## src/rtl/player_pkg.sv

```systemverilog
// Shared types and constants for the playlist controller and its shuffle LFSR.
package player_pkg;

   // Controller FSM states; ADVANCE is the one-cycle restart slot.
   typedef enum logic [1:0] {
      PAUSED  = 2'd0,
      PLAYING = 2'd1,
      ADVANCE = 2'd2
   } state_t;

   // Playback modes in the order mode_btn cycles through them.
   typedef enum logic [1:0] {
      MODE_SEQ     = 2'd0,
      MODE_RPT_ALL = 2'd1,
      MODE_RPT_ONE = 2'd2,
      MODE_SHUFFLE = 2'd3
   } mode_t;

   // 8-bit Fibonacci LFSR: taps 8,6,5,4 map to bits 7,5,4,3.
   localparam logic [7:0] LFSR_SEED = 8'h5A;
   localparam logic [7:0] LFSR_TAPS = 8'hB8;

endpackage

```

## src/rtl/playlist_lfsr.sv

```systemverilog
// Free-running 8-bit Fibonacci LFSR used to pick shuffled songs.
// Only instantiated when PLAYLIST_SHUFFLE_EN is defined.
module playlist_lfsr
   import player_pkg::*;
(
   input  logic       clk_i,
   input  logic       reset_i,
   output logic [7:0] lfsr_o
);

   logic [7:0] lfsr_q;
   logic [7:0] lfsr_d;

   // Shift left, feeding the XOR of the tapped bits into bit 0.
   always_comb begin
      lfsr_d = {lfsr_q[6:0], ^(lfsr_q & LFSR_TAPS)};
   end

   // Step every cycle; reset reloads the seed.
   always_ff @(posedge clk_i or posedge reset_i) begin
      if (reset_i) lfsr_q <= LFSR_SEED;
      else         lfsr_q <= lfsr_d;
   end

   assign lfsr_o = lfsr_q;

endmodule

```

## src/rtl/playlist_controller.sv

```systemverilog
// Playback controller: play/pause, song selection, playback mode, volume
// and the frame-gated, volume-scaled output sample.
// Optional feature macro: PLAYLIST_SHUFFLE_EN (enables mode 3, shuffle).
//
// Event handshake: every button/event input is a single-cycle pulse sampled
// on the rising clock edge; there is no back-pressure. Outputs are registered.
// reset_play_o is high exactly while the FSM sits in ADVANCE.
module playlist_controller
   import player_pkg::*;
#(
   parameter int NUM_SONGS = 4,
   parameter int SONG_BITS = $clog2(NUM_SONGS),
   parameter int SAMPLE_W  = 16,
   parameter int VOL_BITS  = 3
) (
   input  logic                clk_i,
   input  logic                reset_i,
   input  logic                play_pause_i,
   input  logic                next_i,
   input  logic                prev_i,
   input  logic                mode_btn_i,
   input  logic                vol_up_i,
   input  logic                vol_down_i,
   input  logic                song_done_i,
   input  logic                new_frame_i,
   input  logic [SAMPLE_W-1:0] voice_sample_i,
   output logic                play_o,
   output logic                reset_play_o,
   output logic [SONG_BITS-1:0] song_o,
   output logic [1:0]          mode_o,
   output logic [VOL_BITS-1:0] volume_o,
   output logic [SAMPLE_W-1:0] sample_o,
   output logic                sample_valid_o,
   output logic [1:0]          state_o
);

   localparam int                  VMAX_I    = 2**VOL_BITS - 1;
   localparam logic [VOL_BITS-1:0] VMAX      = VOL_BITS'(VMAX_I);
   localparam logic [VOL_BITS-1:0] VOL_RESET = VOL_BITS'(VMAX_I / 2 + 1);
   localparam logic [SONG_BITS-1:0] LAST_SONG = SONG_BITS'(NUM_SONGS - 1);

   state_t               state_q;
   logic                 resume_q;      // 1: return to PLAYING after ADVANCE
   logic                 pend_next_q;   // next/prev seen during ADVANCE
   logic                 pend_prev_q;
   logic                 play_q;
   logic                 reset_play_q;
   logic [SONG_BITS-1:0] song_q;
   mode_t                mode_q, mode_d;
   logic [VOL_BITS-1:0]  volume_q, volume_d;
   logic [SAMPLE_W-1:0]  sample_q, sample_d;
   logic                 sample_valid_q, sample_valid_d;

   logic [SONG_BITS-1:0] song_inc;
   logic [SONG_BITS-1:0] song_dec;
   logic [SONG_BITS-1:0] song_fwd;      // forward step, shuffled when enabled
   logic                 ev_next;
   logic                 ev_prev;
   logic [VOL_BITS-1:0]  shamt;
   logic signed [SAMPLE_W-1:0] shifted;

`ifdef PLAYLIST_SHUFFLE_EN
   logic [7:0]           lfsr_w;
   logic [SONG_BITS-1:0] shuffle_cand;

   playlist_lfsr u_lfsr (
      .clk_i   (clk_i),
      .reset_i (reset_i),
      .lfsr_o  (lfsr_w)
   );
`endif

   // Song step candidates and the fresh-over-queued event resolution.
   always_comb begin
      song_inc = (song_q == LAST_SONG) ? '0 : song_q + SONG_BITS'(1);
      song_dec = (song_q == '0) ? LAST_SONG : song_q - SONG_BITS'(1);
`ifdef PLAYLIST_SHUFFLE_EN
      shuffle_cand = SONG_BITS'(32'(lfsr_w) % NUM_SONGS);
      if (mode_q == MODE_SHUFFLE)
         song_fwd = (shuffle_cand == song_q) ? song_inc : shuffle_cand;
      else
         song_fwd = song_inc;
`else
      song_fwd = song_inc;
`endif
      // A fresh next/prev replaces whatever was queued during ADVANCE.
      ev_next = next_i | (~prev_i & pend_next_q);
      ev_prev = ~next_i & (prev_i | pend_prev_q);
   end

   // Playback FSM: owns state, resume target, event queue, play, restart pulse and song.
   always_ff @(posedge clk_i or posedge reset_i) begin
      if (reset_i) begin
         state_q      <= PAUSED;
         resume_q     <= 1'b0;
         pend_next_q  <= 1'b0;
         pend_prev_q  <= 1'b0;
         play_q       <= 1'b0;
         reset_play_q <= 1'b0;
         song_q       <= '0;
      end else begin
         case (state_q)
            ADVANCE: begin
               state_q      <= resume_q ? PLAYING : PAUSED;
               play_q       <= resume_q;
               reset_play_q <= 1'b0;
               pend_next_q  <= next_i;
               pend_prev_q  <= prev_i & ~next_i;
            end
            default: begin
               pend_next_q  <= 1'b0;
               pend_prev_q  <= 1'b0;
               reset_play_q <= 1'b0;
               if (ev_next) begin
                  song_q       <= song_fwd;
                  state_q      <= ADVANCE;
                  resume_q     <= (state_q == PLAYING);
                  reset_play_q <= 1'b1;
               end else if (ev_prev) begin
                  song_q       <= song_dec;
                  state_q      <= ADVANCE;
                  resume_q     <= (state_q == PLAYING);
                  reset_play_q <= 1'b1;
               end else if (song_done_i && state_q == PLAYING) begin
                  state_q      <= ADVANCE;
                  reset_play_q <= 1'b1;
                  case (mode_q)
                     MODE_RPT_ONE: resume_q <= 1'b1;
                     MODE_SEQ: begin
                        // Sequence mode stops after the last song.
                        if (song_q == LAST_SONG) begin
                           song_q   <= '0;
                           resume_q <= 1'b0;
                        end else begin
                           song_q   <= song_inc;
                           resume_q <= 1'b1;
                        end
                     end
                     default: begin
                        song_q   <= song_fwd;
                        resume_q <= 1'b1;
                     end
                  endcase
               end else if (play_pause_i) begin
                  state_q <= (state_q == PLAYING) ? PAUSED : PLAYING;
                  play_q  <= (state_q != PLAYING);
               end
            end
         endcase
      end
   end

   // Mode, volume and sample next-state; the sample uses the pre-update volume.
   always_comb begin
`ifdef PLAYLIST_SHUFFLE_EN
      mode_d = mode_btn_i ? mode_t'(mode_q + 2'd1) : mode_q;
`else
      if (mode_btn_i)
         mode_d = (mode_q == MODE_RPT_ONE) ? MODE_SEQ : mode_t'(mode_q + 2'd1);
      else
         mode_d = mode_q;
`endif

      volume_d = volume_q;
      if (vol_up_i && !vol_down_i && volume_q != VMAX)
         volume_d = volume_q + VOL_BITS'(1);
      else if (vol_down_i && !vol_up_i && volume_q != '0)
         volume_d = volume_q - VOL_BITS'(1);

      shamt          = VMAX - volume_q;
      shifted        = $signed(voice_sample_i) >>> shamt;
      sample_d       = sample_q;
      sample_valid_d = 1'b0;
      if (new_frame_i) begin
         sample_valid_d = 1'b1;
         if (volume_q == '0 || !play_q || state_q == ADVANCE)
            sample_d = '0;
         else
            sample_d = shifted;
      end
   end

   // Registers for mode, volume and the output sample stage.
   always_ff @(posedge clk_i or posedge reset_i) begin
      if (reset_i) begin
         mode_q         <= MODE_SEQ;
         volume_q       <= VOL_RESET;
         sample_q       <= '0;
         sample_valid_q <= 1'b0;
      end else begin
         mode_q         <= mode_d;
         volume_q       <= volume_d;
         sample_q       <= sample_d;
         sample_valid_q <= sample_valid_d;
      end
   end

   assign play_o         = play_q;
   assign reset_play_o   = reset_play_q;
   assign song_o         = song_q;
   assign mode_o         = mode_q;
   assign volume_o       = volume_q;
   assign sample_o       = sample_q;
   assign sample_valid_o = sample_valid_q;
   assign state_o        = state_q;

endmodule
```

## config.mk

```make
export PLATFORM = sky130hd
export DESIGN_NAME = playlist_controller
export DESIGN_NICKNAME = d
export VERILOG_FILES = /design/src/rtl/player_pkg.sv /design/src/rtl/playlist_lfsr.sv /design/src/rtl/playlist_controller.sv
export SDC_FILE = /design/constraint.sdc
export NUM_CORES = 1
export LEC_CHECK = 0
export CAP_MARGIN = 10
export CORE_MARGIN = 2
export CORE_UTILIZATION = 45
export CTS_BUF_LIST = sky130_fd_sc_hd__clkbuf_2
export DETAILED_ROUTE_END_ITERATION = 8
export PLACE_DENSITY = 0.76
export REMOVE_ABC_BUFFERS = 1
export SYNTH_ARGS = -nofsm -noshare
export SYNTH_HDL_FRONTEND = slang
export SYNTH_SLANG_ARGS = --single-unit
export TNS_END_PERCENT = 50
```

## constraint.sdc

```tcl
create_clock -name clk_i -period 6.1 [get_ports clk_i]
set_input_delay 1.22 -clock clk_i [delete_from_list [all_inputs] [get_ports clk_i]]
set_output_delay 1.22 -clock clk_i [all_outputs]
set_load 0.02 [all_outputs]
```

==> reports/qor.csv, run 1 <==
metric;value;unit
YS warnings;0;
TritonCTS Sinks;31;
nets;287;
crit path launch type;register;
Crit path max-delay family;flip-flops;
Pleak;1.05;nW
# Post-CTS Setup Buffers;0;
Die X;68.6;microns
Syn Inst Count;206;
CP max-delay cell;dfrtp_1;
DP HPWL;3.34;mm
Worst Setup Path Type;reg2out;
Setup crit start;volume_o[1];
CP endpoint kind;output pin;
crit path buf inv count;1;
Overall Global Routing Usage;21.1;%
Starting Density;46.9;%
count of endpoints failing setup in the final report;0;
initial antenna violation count;0;
I/O pin count;54;
diodes inserted;0;
Setup crit end;volume_o[1];
most frequent cells in the layout;53 x clkdlybuf4s50_1, 30 x dfrtp_1, 21 x o21ai_0, 21 x nand2_1, 17 x nor2_1;
synthesized area;1880;sq um
starting DRC count in detailed routing;72;
DR vias/cell;5.55;
Final Hold Viols;0;
cts hold-fix bufs;0;
unrepaired setup endpoints after global routing;no;
post-cts sizing count;0;
Core Region;4000;sq um
RR Startpoint;volume_o[1];
min cycle time layout;3.21;ns
most common cell after layout, fill and taps aside;clkdlybuf4s50_1;
synth unique cells;42;
DRT Wirelength;4.44;mm
CP max stage delay;0.90;ns
TNS Setup;0;ns
clk slew on worst S/H paths;0.17;ns
Final Max Slew Viols;0;
total congestion overflow;0;
Placer Congestion;0.828;
EDFF count, synth;0;
IO Port Bufs;53;
Hold Crit Start;sample_o[11];
top_reg_cell synth;dfrtp_1;
CTS tree;done;
Worst Path Required;4.88;ns
Post-Syn Area per Cell;9.10;sq um
Final Cycle Share;52.6;%
share of cells above drive strength 1;7.72;%
reg-to-reg slack, setup;3.85;ns
fraction of registers with async set/reset;100;%
Vias;1715;
Die H;68.6;microns
Rel. slew slack;46.7;%
DP Worst Slack;2.81;ns
average routed wire per standard cell;14.4;microns
sequential area share after synthesis;41.4;%
synthesized flop and latch total;31;
Tightest Pin Transition;0.799;ns
HP Class;reg2reg;
Initial DRT Pass Iterations;4;
largest net degree at the start of global routing;32;
Worst path depth;1;
Clock Tree Buf Depth;2;
Die ar.;4700;sq um
status;completed;
Fill cells;362;
crit-path cells;clkdlybuf4s50_1;
first-pass GRT wire length;7.29;mm
clk_lat worst skew;0.34;ns
Worst Path Arrival;1.99;ns
final worst slack;2.89;ns
via count of the first global-routing pass;1603;
power density cells;447;nW/um^2
top fanout value on the critical path;25;
Max Cap Viol;0;
maximum vdd ir drop;0.000299;V
Clock Root Buffer;clkbuf_2;
Clock Skew;0.0246;ns
Area Overhead vs Synth;32.1;%
Reg-to-Reg End;volume_o[1];
row count;23;
post-route ant nets;0;
Worst R2R Path Depth;7;
Post-route DRC;0;
H-tree levels;2;
Max Freq;0.311;GHz
CTS Buf Count;5;
-- Yosys cell counts, types with 2 or more instances --
master,n,area [sq um]
dfrtp_1,30,751
clkinv_1,2,7.51
a22o_1,4,35.0
nor3_1,4,20.0
mux4_2,2,45.0
inv_1,15,56.3
mux2i_1,16,160
nor2b_1,2,12.5
clkbuf_1,4,15.0
nand2b_1,4,25.0
a31oi_1,3,18.8
o221ai_1,2,17.5
ha_1,2,25.0
mux2_2,5,56.3
o22ai_1,2,12.5
a221o_1,4,40.0
nand2_1,21,78.8
a22oi_1,6,45.0
buf_2,4,20.0
a211oi_1,2,15.0
o21ai_0,21,105
nand3_1,4,20.0
a21oi_1,12,60.1
nor2_1,17,63.8
-- state kept, by name, indices dropped and copies added (netlist names), 2 cells and up --
signal,count
song_o,2
state_o,2
mode_o,2
volume_o,3
sample_o,16
-- cell families after synthesis --
logic type                 share of synthesized area [%]
AOI/OAI and AO/OA                                   22.7
xor gates and xnor gates                           0.467
adders and majority gates                           2.40
buffers and inverters                               5.87
DFF                                                 41.4
muxes                                               13.9
and+or+nand+nor                                     13.2
-- final cells by class --
cell class | count | area (sq um) | area share (%)
sequential | 31 | 777 | 31.4
clock buffer | 7 | 35.0 | 1.41
tap | 50 | 62.6 | 2.53
multi-input combinational | 148 | 988 | 39.9
inverter | 17 | 63.8 | 2.58
timing repair buffer | 55 | 546 | 22.0
clock inverter | 1 | 5.00 | 0.202
-- power by group --
group	total [mW]	internal, mW	switching [mW]
sequential	0.380	0.284	0.0957
clock	0.0985	0.0314	0.0671
combinational	0.630	0.306	0.324
-- metal layers --
metal  up-vias  track usage (%)  routed length (microns)
li1        849                -                        -
met1       807             27.3                     2010
met2        53             33.9                     2130
met3         6             6.33                      250
met4         0             6.75                       49
met5         -                0                        0
-- worst min-delay path by stage --
stage,to,slack (ns),depth (start not counted)
finish,sample_o[11],0.51,2
global route,sample_o[11],0.55,2
CTS,sample_o[11],0.52,2
detailed placement,sample_o[11],0.48,2
global placement,sample_o[11],0.47,2
floorplan,resume_q,0.53,2
-- metrics by stage --
stage                     hold WS (ns)  total power [mW]  utilization (%)  std cells  cell area (sq um)
after floorplan                  0.526             0.764                -        196               1830
after global placement           0.475              1.00             60.9        301               2440
final                            0.511              1.11             61.9        309               2480
after detailed placement         0.485              1.02             60.9        301               2440
after CTS                        0.518              1.12             61.9        309               2480
after global routing             0.550              1.20             61.9        309               2480
No activity file was read; power rests on OpenSTA's default activity.
==> run 2: changes to the inputs <==
--- a/config.mk
+++ b/config.mk
@@ -7,10 +7,10 @@
 export LEC_CHECK = 0
 export CAP_MARGIN = 10
 export CORE_MARGIN = 2
-export CORE_UTILIZATION = 45
+export CORE_UTILIZATION = 44
 export CTS_BUF_LIST = sky130_fd_sc_hd__clkbuf_2
 export DETAILED_ROUTE_END_ITERATION = 8
-export PLACE_DENSITY = 0.76
+export PLACE_DENSITY = 0.78
 export REMOVE_ABC_BUFFERS = 1
 export SYNTH_ARGS = -nofsm -noshare
 export SYNTH_HDL_FRONTEND = slang
==> constraint.sdc (replaced) <==
create_clock -name clk_i -period 2.6 [get_ports clk_i]
set_input_delay 0.52 -clock clk_i [delete_from_list [all_inputs] [get_ports clk_i]]
set_output_delay 0.52 -clock clk_i [all_outputs]
set_load 0.02 [all_outputs]
==> reports/qor.csv, run 2 (synthesis results as in run 1) <==
metric;value;unit;change
Worst path depth;1;;unchanged
min cycle time layout;2.34;ns;
crit path buf inv count;1;;unchanged
crit-path cells;clkdlybuf4s50_1;;
M1 wire length;2.02;mm;+0.55%
average routed wire per standard cell;14.1;microns;-1.7%
reg-to-reg slack, setup;0.56;ns;-3.29 ns
Worst Path Required;2.08;ns;-2.80 ns
total congestion overflow;0;;unchanged
crit path launch type;register;;
Worst R2R Path Depth;7;;unchanged
Reg-to-Reg End;volume_o[1];;
HP Class;in2async;;
initial antenna violation count;0;;unchanged
# Post-CTS Setup Buffers;0;;unchanged
Overall Global Routing Usage;19.4;%;-1.7 points
final worst slack;0.263;ns;-2.63 ns
DRT Wirelength;4.45;mm;+0.25%
TritonCTS Sinks;31;;unchanged
most common cell after layout, fill and taps aside;clkdlybuf4s50_1;;
Post-route DRC;0;;unchanged
CTS tree;done;;
CP max stage delay;0.74;ns;-0.16 ns
Max Cap Viol;0;;unchanged
max FFs per register;16;;unchanged
top fanout value on the critical path;17;;-32%
share of cells above drive strength 1;9.43;%;+1.7 points
power density cells;1070;nW/um^2;+140%
Final Cycle Share;89.9;%;
Die ar.;4800;sq um;+2.1%
Clock Tree Buf Depth;2;;unchanged
Highest Signal Layer;met4;;
Worst Path Arrival;1.82;ns;-0.17 ns
Setup crit end;volume_o[0];;
post-route ant nets;0;;unchanged
I/O pin count;54;;unchanged
Crit path max-delay family;flip-flops;;
Max Freq;0.428;GHz;
largest net degree at the start of global routing;32;;unchanged
H-tree levels;2;;unchanged
Starting Density;46.2;%;-0.67 points
Tightest Pin Transition;0.569;ns;-0.230 ns
post-cts sizing count;0;;unchanged
clk slew on worst S/H paths;0.18;ns;about the same
maximum vdd ir drop;0.000568;V;+90%
count of endpoints failing setup in the final report;0;;unchanged
Die X;69.3;microns;+1.1%
Initial DRT Pass Iterations;4;;unchanged
Placer Congestion;0.816;;-1.5%
Setup crit start;volume_o[0];;
Area Overhead vs Synth;35.8;%;
unrepaired setup endpoints after global routing;no;;
Pleak;1.09;nW;+3.6%
diodes inserted;0;;unchanged
status;completed;;
wire length on met3;253;microns;+1.2%
met2 wire len;2.15;mm;+0.94%
CP max-delay cell;dfrtp_1;;
TNS Setup;0;ns;unchanged
Vias;1783;;+4.0%
Clock Root Buffer;clkbuf_2;;
post-layout instance area;2550;sq um;+2.8%
clk_lat worst skew;0.38;ns;+0.04 ns
DP Worst Slack;0.118;ns;-2.69 ns
IO Port Bufs;53;;unchanged
Rel. slew slack;62.0;%;+15 points
Worst Setup Path Type;reg2out;;
first-pass GRT wire length;7.63;mm;+4.7%
CTS Buf Count;5;;unchanged
cts hold-fix bufs;0;;unchanged
DP HPWL;3.34;mm;+0.17%
Core Region;4060;sq um;+1.4%
CP endpoint kind;output pin;;
Die H;69.3;microns;+1.1%
via count of the first global-routing pass;1669;;+4.1%
Area after DPL;2480;sq um;+1.8%
row count;23;;unchanged
nets;293;;+2.1%
RR Startpoint;volume_o[0];;
Clock Skew;0.0218;ns;-0.00274 ns
Final Hold Viols;0;;unchanged
DR vias/cell;5.66;;+2.0%
starting DRC count in detailed routing;100;;+39%
most frequent cells in the layout;53 x clkdlybuf4s50_1, 30 x dfrtp_1, 21 x o21ai_0, 21 x nand2_1, 17 x nor2_1;;
Final Max Slew Viols;0;;unchanged
==> run 2: cell types whose count changed in the layout (fill, tap and decap cells not counted) <==
cell	delta
clkbuf_2	-2
buf_4	+6
clkinv_1	+1
bufinv_16	+1
==> run 2: power breakdown <==
part / leakage, nW / total (mW) / internal, mW / switching (mW)
Combinational: 0.642 / 1.51 / 0.735 / 0.773
Clock: 0.0404 / 0.332 / 0.158 / 0.174
Sequential: 0.403 / 0.880 / 0.666 / 0.214
==> run 2: layout make-up <==
type,instances,area (sq um)
fillers,366,1510
multi-input cells,148,988
flip-flops and latches,31,777
repair buffers,61,591
inverters,17,63.8
well taps,50,62.6
clock inverters,3,38.8
clock buffers,5,25.0
==> run 2: how the worst min path moves through the flow <==
| stage | start | end | slack (ns) | cells past startpoint |
|---|---|---|---|---|
| 3_3_place_gp | sample_o[11] | sample_o[11] | 0.47 | 2 |
| 6_report | reset_i | sample_o[1] | 0.49 | 3 |
| 4_1_cts | reset_i | sample_valid_o | 0.50 | 3 |
| 2_1_floorplan | resume_q | resume_q | 0.53 | 2 |
| 5_1_grt | reset_i | mode_o[0] | 0.51 | 3 |
| 3_5_place_dp | sample_o[11] | sample_o[11] | 0.47 | 2 |
==> run 2: stage by stage <==
stage / hold slack, ns / total power, mW / std cells / utilization, %
finish: 0.494 / 2.72 / 315 / 62.8
global placement: 0.469 / 2.36 / 307 / 61.2
global route: 0.514 / 2.93 / 315 / 62.8
CTS: 0.498 / 2.73 / 315 / 62.8
detailed placement: 0.468 / 2.40 / 307 / 61.2
floorplan: 0.526 / 1.79 / 196 / -
==> run 2: per-layer routing <==
layer	up-vias	track usage, %
met4	0	4.79
met5	-	0
li1	871	-
met3	2	6.10
met1	864	26.0
met2	46	30.8
